`src/rtl/mat_cache_seq.sv`:
```
// Command sequencer in front of a MatCache: expands one load/store command into
// WIDTH row/column/diagonal cache accesses, with vector data on valid/ready streams.
module mat_cache_seq #(
  parameter int WIDTH = 4,
  parameter int CACHE_SIZE = 4,
  localparam int AW = (CACHE_SIZE > 1) ? $clog2(CACHE_SIZE) : 1,
  localparam int CW = (WIDTH > 1) ? $clog2(WIDTH) : 1
) (
  input  logic                    clock,
  input  logic                    reset,
  input  logic                    cmd_valid,
  output logic                    cmd_ready,
  input  logic [1:0]              cmd_op,
  input  logic [AW-1:0]           cmd_addr,
  input  logic                    in_valid,
  output logic                    in_ready,
  input  logic [WIDTH-1:0][31:0]  in_data,
  output logic                    out_valid,
  input  logic                    out_ready,
  output logic [WIDTH-1:0][31:0]  out_data,
  output logic                    busy,
  output logic                    done,
  output logic [1:0]              read_op,
  output logic [AW-1:0]           read_addr1,
  output logic [AW-1:0]           read_addr2,
  output logic [CW-1:0]           read_param,
  output logic [1:0]              write_op,
  output logic [AW-1:0]           write_addr1,
  output logic [CW-1:0]           write_param,
  output logic [WIDTH-1:0][31:0]  data_in,
  input  logic [WIDTH-1:0][31:0]  data_out
);

  localparam logic [1:0] RD_NONE = 2'd0;
  localparam logic [1:0] RD_ROW  = 2'd1;
  localparam logic [1:0] RD_DIAG = 2'd3;
  localparam logic [1:0] WR_NONE = 2'd0;
  localparam logic [1:0] WR_ROW  = 2'd1;
  localparam logic [1:0] WR_COL  = 2'd2;
  localparam logic [CW-1:0] LAST = CW'(WIDTH - 1);

  typedef enum logic [1:0] {S_IDLE, S_LOAD, S_STORE} state_t;

  state_t        state_q, state_d;
  logic [CW-1:0] cnt_q, cnt_d;
  logic [1:0]    op_q, op_d;
  logic [AW-1:0] addr_q, addr_d;
  logic          done_q, done_d;
  logic          beat;

  always_ff @(posedge clock) begin
    if (reset) begin
      state_q <= S_IDLE;
      cnt_q   <= '0;
      op_q    <= '0;
      addr_q  <= '0;
      done_q  <= 1'b0;
    end else begin
      state_q <= state_d;
      cnt_q   <= cnt_d;
      op_q    <= op_d;
      addr_q  <= addr_d;
      done_q  <= done_d;
    end
  end

  always_comb begin
    state_d     = state_q;
    cnt_d       = cnt_q;
    op_d        = op_q;
    addr_d      = addr_q;
    done_d      = 1'b0;
    beat        = 1'b0;
    cmd_ready   = 1'b0;
    busy        = 1'b1;
    in_ready    = 1'b0;
    out_valid   = 1'b0;
    read_op     = RD_NONE;
    read_addr1  = '0;
    read_addr2  = '0;
    read_param  = '0;
    write_op    = WR_NONE;
    write_addr1 = '0;
    write_param = '0;
    data_in     = in_data;
    out_data    = data_out;

    unique case (state_q)
      S_IDLE: begin
        busy      = 1'b0;
        cmd_ready = 1'b1;
        if (cmd_valid) begin
          op_d    = cmd_op;
          addr_d  = cmd_addr;
          cnt_d   = '0;
          state_d = cmd_op[1] ? S_STORE : S_LOAD;
        end
      end
      S_LOAD: begin
        in_ready    = 1'b1;
        write_addr1 = addr_q;
        write_param = cnt_q;
        // The cache captures the vector on the same edge as the handshake.
        if (in_valid) begin
          write_op = op_q[0] ? WR_COL : WR_ROW;
          beat     = 1'b1;
        end
      end
      S_STORE: begin
        out_valid  = 1'b1;
        read_op    = op_q[0] ? RD_DIAG : RD_ROW;
        read_addr1 = addr_q;
        read_addr2 = addr_q;
        read_param = cnt_q;
        beat       = out_ready;
      end
      default: state_d = S_IDLE;
    endcase

    if (beat) begin
      if (cnt_q == LAST) begin
        cnt_d   = '0;
        state_d = S_IDLE;
        done_d  = 1'b1;
      end else begin
        cnt_d = cnt_q + CW'(1);
      end
    end
  end

  assign done = done_q;

endmodule

```
`config.mk`:
```
export PLATFORM = sky130hd
export DESIGN_NAME = mat_cache_seq
export DESIGN_NICKNAME = d
export VERILOG_FILES = /design/src/rtl/mat_cache_seq.sv
export SDC_FILE = /design/constraint.sdc
export NUM_CORES = 1
export LEC_CHECK = 0
export CORE_AREA = 3 3 207 209
export DETAILED_ROUTE_END_ITERATION = 16
export DIE_AREA = 0 0 210 212
export PLACE_DENSITY = 0.41
export SYNTH_ARGS = -nofsm -noshare
export SYNTH_HDL_FRONTEND = slang
export SYNTH_SLANG_ARGS = --single-unit
```
`constraint.sdc`:
```
create_clock -name clock -period 1.7 [get_ports clock]
set_input_delay 0.34 -clock clock [delete_from_list [all_inputs] [get_ports clock]]
set_output_delay 0.34 -clock clock [all_outputs]
set_load 0.005 [all_outputs]
```
==> After elaboration in Yosys (flattened, before gate mapping) <==
Index checks and enable logic that the tools add are counted.
{ "op_classes": {"add_sub_neg": 1, "n_eq_ne": 3, "muxes": 25, "bitwise": 1, "reduce_logical": 7} }
{ "op_table": {"columns": ["op", "n"], "rows": [
  ["2-bit 2-to-1 mux", 17],
  ["1-bit 2-to-1 mux", 6],
  ["2-bit == test (second input constant)", 2],
  ["2-bit case mux with 2 select lines", 1],
  ["2-bit AND reduction", 2],
  ["2-bit nonzero test", 2],
  ["2-bit OR reduction", 2],
  ["2-bit by 1-bit adder with 2-bit output (second input constant)", 1],
  ["2-bit by 1-bit == test with 1-bit output (second input constant)", 1],
  ["2-bit logical NOT", 1],
  ["1-bit case mux with 2 select lines", 1],
  ["1-bit NOT", 1]
]} }
{ "totals": {"regBits": 8, "inputBits": 265, "output_inout_bits": 275, "wordCells": 42} }

==> Depth between registers and ports, before layout <==
Gate-level depths: netlist of the first run.
{ "depth": {"depth_word": 5, "mapped_depth": 5, "depth_no_buf": 5} }

==> Least setup slack after synthesis of the first run <==
Ideal clock, no wire load.
{ "synth_timing": {"path_type": "reg-to-reg", "start": "register state_q[0]", "end": "register state_q[0]", "arrival_ns": 1.311, "path_slack_ns": 0.303, "path_stages_with_launch": 6, "period_less_slack_ns": 1.397, "path_cell_list": "dfxtp_1 > inv_1 > ha_1 > nand2_2 > or3_1 > a221oi_2"} }
{ "synth_between": {"elab_chain_len": 5, "word_cells_on_any_way": 9, "cone_classes": "eq/ne: 2; mux: 5; reduce/logical: 2"} }
{ "synth_lines": {"columns": ["item", "line", "source"], "rows": [
  ["start, declared", "44", "state_t state_q, state_d;"],
  ["start signal, assigned", "59", "state_q <= state_d;"],
  ["2-bit by 1-bit == test with 1-bit output or 2-bit == test (tied branches)", "88", "unique case (state_q)"],
  ["2-bit OR reduction (no source line)", null, null],
  ["2-bit case mux with 2 select lines", "88", null],
  ["2-bit 2-to-1 mux", "121", "if (cnt_q == LAST) begin"],
  ["2-bit 2-to-1 mux (*)", "120", "if (beat) begin"]
]} }
Mark *: on every way between the ends. The rest lies on a longest branch, timed or not.
A chain may end at the register's enable or synchronous reset.

==> Worst setup path in the final report of the first run <==
{ "layout_timing": {"start": "register state_q[1]", "end": "output port write_addr1[0]"} }
{ "layout_between": {"elab_chain_len": 2} }
{ "layout_lines": {"columns": ["item", "line", "source"], "rows": [
  ["2-bit by 1-bit == test with 1-bit output", "88", null],
  ["2-bit 2-to-1 mux", "88", null],
  ["end, declared", "28", "output logic [AW-1:0] write_addr1,"]
]} }
No other way between the ends.

==> results of run 1 <==
==> routing by layer <==
layer	up-vias	part of all wire, %	GRT usage [%]	routed length, um
met5	-	0	0	0
met4	0	11	4.93	1170
met3	126	23	3.95	2380
met2	255	41	5.77	4170
met1	376	25	3.04	2560
li1	275	-	-	-
==> cell type report <==
| type | instances | area [um^2] |
|---|---|---|
| fillers | 4881 | 39400 |
| well taps | 532 | 666 |
| repair buffers | 43 | 360 |
| multi-input cells | 41 | 324 |
| flip-flops and latches | 8 | 168 |
| clock buffers | 3 | 75.1 |
| inverters | 3 | 13.8 |
| diodes | 1 | 2.50 |
==> flip-flops by register name, summed over array words and instances, names as in the netlist <==
signal	cells
addr_q	2
cnt_q	2
done	1
op_q	1
state_q	2
==> cell usage in the layout (no fill, tap or decap), types with 2 or more instances in the layout <==
cell,synthesis,routed
buf_6,0,3
dlygate4sd2_1,0,6
clkdlybuf4s50_1,0,8
and2_1,9,8
dfxtp_4,0,2
mux2i_1,2,2
a21oi_1,4,4
ha_4,0,3
dfxtp_1,8,6
or3_1,2,2
buf_4,259,13
nand3b_1,2,2
clkbuf_16,0,3
clkbuf_2,0,4
buf_2,0,3
nand2_1,6,6
nand3_1,3,3
clkdlybuf4s15_1,0,5
==> worst max-delay path: stages, from the launching register on <==
cell and delay (ns):
dfxtp_4 0.37, inv_4 0.04, ha_4 0.16, buf_6 0.13
buf_4 0.13, and2_1 0.15, buf_2 0.13
==> worst min-delay path by stage <==
| stage | end | slack, ns |
|---|---|---|
| after floorplan | addr_q[0] | 0.44 |
| after global placement | addr_q[0] | 0.47 |
| after detailed placement | addr_q[1] | 0.46 |
| after CTS | addr_q[1] | 0.47 |
| after global routing | addr_q[0] | 0.49 |
| final | addr_q[1] | 0.46 |
==> timing repair <==
action                     CTS  global route
setup endpoints to repair   19             8
buffers inserted             2             0
resized for setup           51             9
pin swaps                    1             2
==> cells by family (layout without fill, tap and decap cells) <==
logic type / Yosys count / in the layout / synth area share (%)
adder cells (fa/ha/maj): 4 / 4 / 2.08
other: 0 / 1 / 0
AND/OR/NAND/NOR: 28 / 28 / 6.82
multiplexers: 2 / 2 / 0.833
flip-flops: 8 / 8 / 6.66
AO/OA/AOI/OAI: 7 / 7 / 2.08
buffers and inverters: 263 / 49 / 81.5
==> per-stage QoR <==
stage               area [um^2]  instances  setup WS [ns]  hold slack (ns)
floorplan                  2400        312          0.303            0.440
global placement           1500        625         -0.272            0.465
detailed placement         1500        625         -0.265            0.462
CTS                        1620        630        -0.0958            0.467
global route               1610        630        -0.0106            0.486
finish                     1610        631         0.0316            0.461
==> power breakdown <==
part	internal (W)	total (W)	switching [W]	leakage, nW
clock network	0.000303	0.000396	0.0000926	0.0370
logic	0.000108	0.000199	0.0000914	0.344
registers	0.000199	0.000210	0.0000112	0.0666
==> metrics.md, run 1 <==
| Metric | Value |
|---|---|
| DRT Wirelength | roughly 10000 um |
| Setup slack, reg-to-reg | 0.11 ns |
| Via Count | between 1000 and 1500 |
| GRT overflow | 0 |
| Die Width | 210 um |
| Top cell type's share of synthesized area | 80.9% |
| Hold depth | 2 |
| Layout net count | 369 |
| Ys async rst share | 0% |
| Critical path endpoint category | primary output |
| CP required | 1.36 ns |
| Yosys Warn Count | 0 |
| Post-synth EDFFs | 0 |
| Type of the most critical hold path | register to register |
| DRC Markers | 0 |
| Fin Setup TNS | 0 ns |
| Seq/Total Area, Yosys | under 10% |
| Vias in the first global route | 1175 |
| Leading area contributor after synthesis | buf_4 |
| Die ar. | around 0.045 mm^2 |
| HPWL Detailed | 8750 um |
| Initial antenna violation count | 3 |
| Top_reg_cell synth | dfxtp_1 |
| Min-delay src | addr_q[1] |
| First-pass GRT wire length | 11700 um |
| Height of the die | 212 um |
| Worst setup endpoint | write_addr1[0] |
| Tcrit/Tclk final | 98.1% |
| RSZ-0062 raised after global routing | yes |
| Final core utilization | 3.92% |
| Routability Congestion | approximately 0.60 |
| Fmax | 0.599 GHz |
| DR vias/cell | between 1.5 and 2 |
| Synth area leaders | buf_4 (81%), dfxtp_1 (6.7%), and2_1 (2.3%), ha_1 (2.1%), nand2_1 (0.94%) |
| Placeable Area | 0.0410 mm^2 |
| Clock-pin slew on the worst setup and hold paths | 0.04 ns |
| Final Power | roughly 0.00081 W |
| Mapped Nets | between 500 and 600 |
| Clk_lat worst skew | approximately 0.23 ns |
| Initial DRC Count | 43 |
| Slew Limit Fails | 0 |
| Share of layout cells above drive strength 1 | 38.8% |
| Final Skew | 0.00398 ns |
| I/O Pins | 540 |
| Maximum vdd drop | 230 uV |
| Synth cell types | 21 |
| CTS tree | done |
| Area Overhead vs Synth | -33.1% |
| CTS H-tree depth | 1 |
| GRT Total Usage | 4.15% |
| Critical-path maximum fanout | 4 |
| Clock Tree Buf Depth | 2 |
| Reg2reg start | state_q[0] |
| Initial Util | 5.86% |
| Clock sinks | 8 |
| Largest net degree at the start of global routing | 7 |
| Critical path type | register to primary output |
| Reg2reg path depth | 7 |
| Slew of the pin with the lowest slew margin | 0.224 ns |
| Minimum clock period | 1.67 ns |
| Final setup fails | 0 |
| R2r endpoint | state_q[0] |
| CTS Hold Bufs | 0 |
| Top cells by count, synth | buf_4 (259), and2_1 (9), dfxtp_1 (8) |
| FF+latch count, synth | 8 |
| Synth Cell Area | between 0.002 and 0.0025 mm^2 |
| Static leakage | about 0.45 nW |
| # rows | 74 |
| CP Launch Type | register |
| CP Launch Point | state_q[1] |
| Power Dens Cells | ~500 mW/mm^2 |
| Arrival time worst endpoint | around 1.3 ns |
| Number of max-cap violations | 0 |
| Drt wl/cell | 16.3 um |
| PortBufs | 27 |
| CTS Buf Count | 3 |
| Hold Fails Final Rpt | 0 |
| Cells after Synth | 312 |
| Root buffer cell | clkbuf_16 |
| Relative slew slack | roughly 85% |
| Avg Cell Area, Syn | 7.70 um^2 |
| Post-route ant nets | 0 |
| Status | completed |
| Pre-Repair DR Iteration Count | 4 |
| Top-count cell post-synth | buf_4 |
(Power assumes the default switching activity.)
==> inputs of run 2 (changes only) <==
--- a/config.mk
+++ b/config.mk
@@ -6,6 +6,7 @@
 export NUM_CORES = 1
 export LEC_CHECK = 0
 export CORE_AREA = 3 3 207 209
+export CTS_CLUSTER_DIAMETER = 60
 export DETAILED_ROUTE_END_ITERATION = 16
 export DIE_AREA = 0 0 210 212
 export PLACE_DENSITY = 0.41
==> results of run 2 <==
Same layout as run 1: the final DEF is identical, and so are final timing and power.
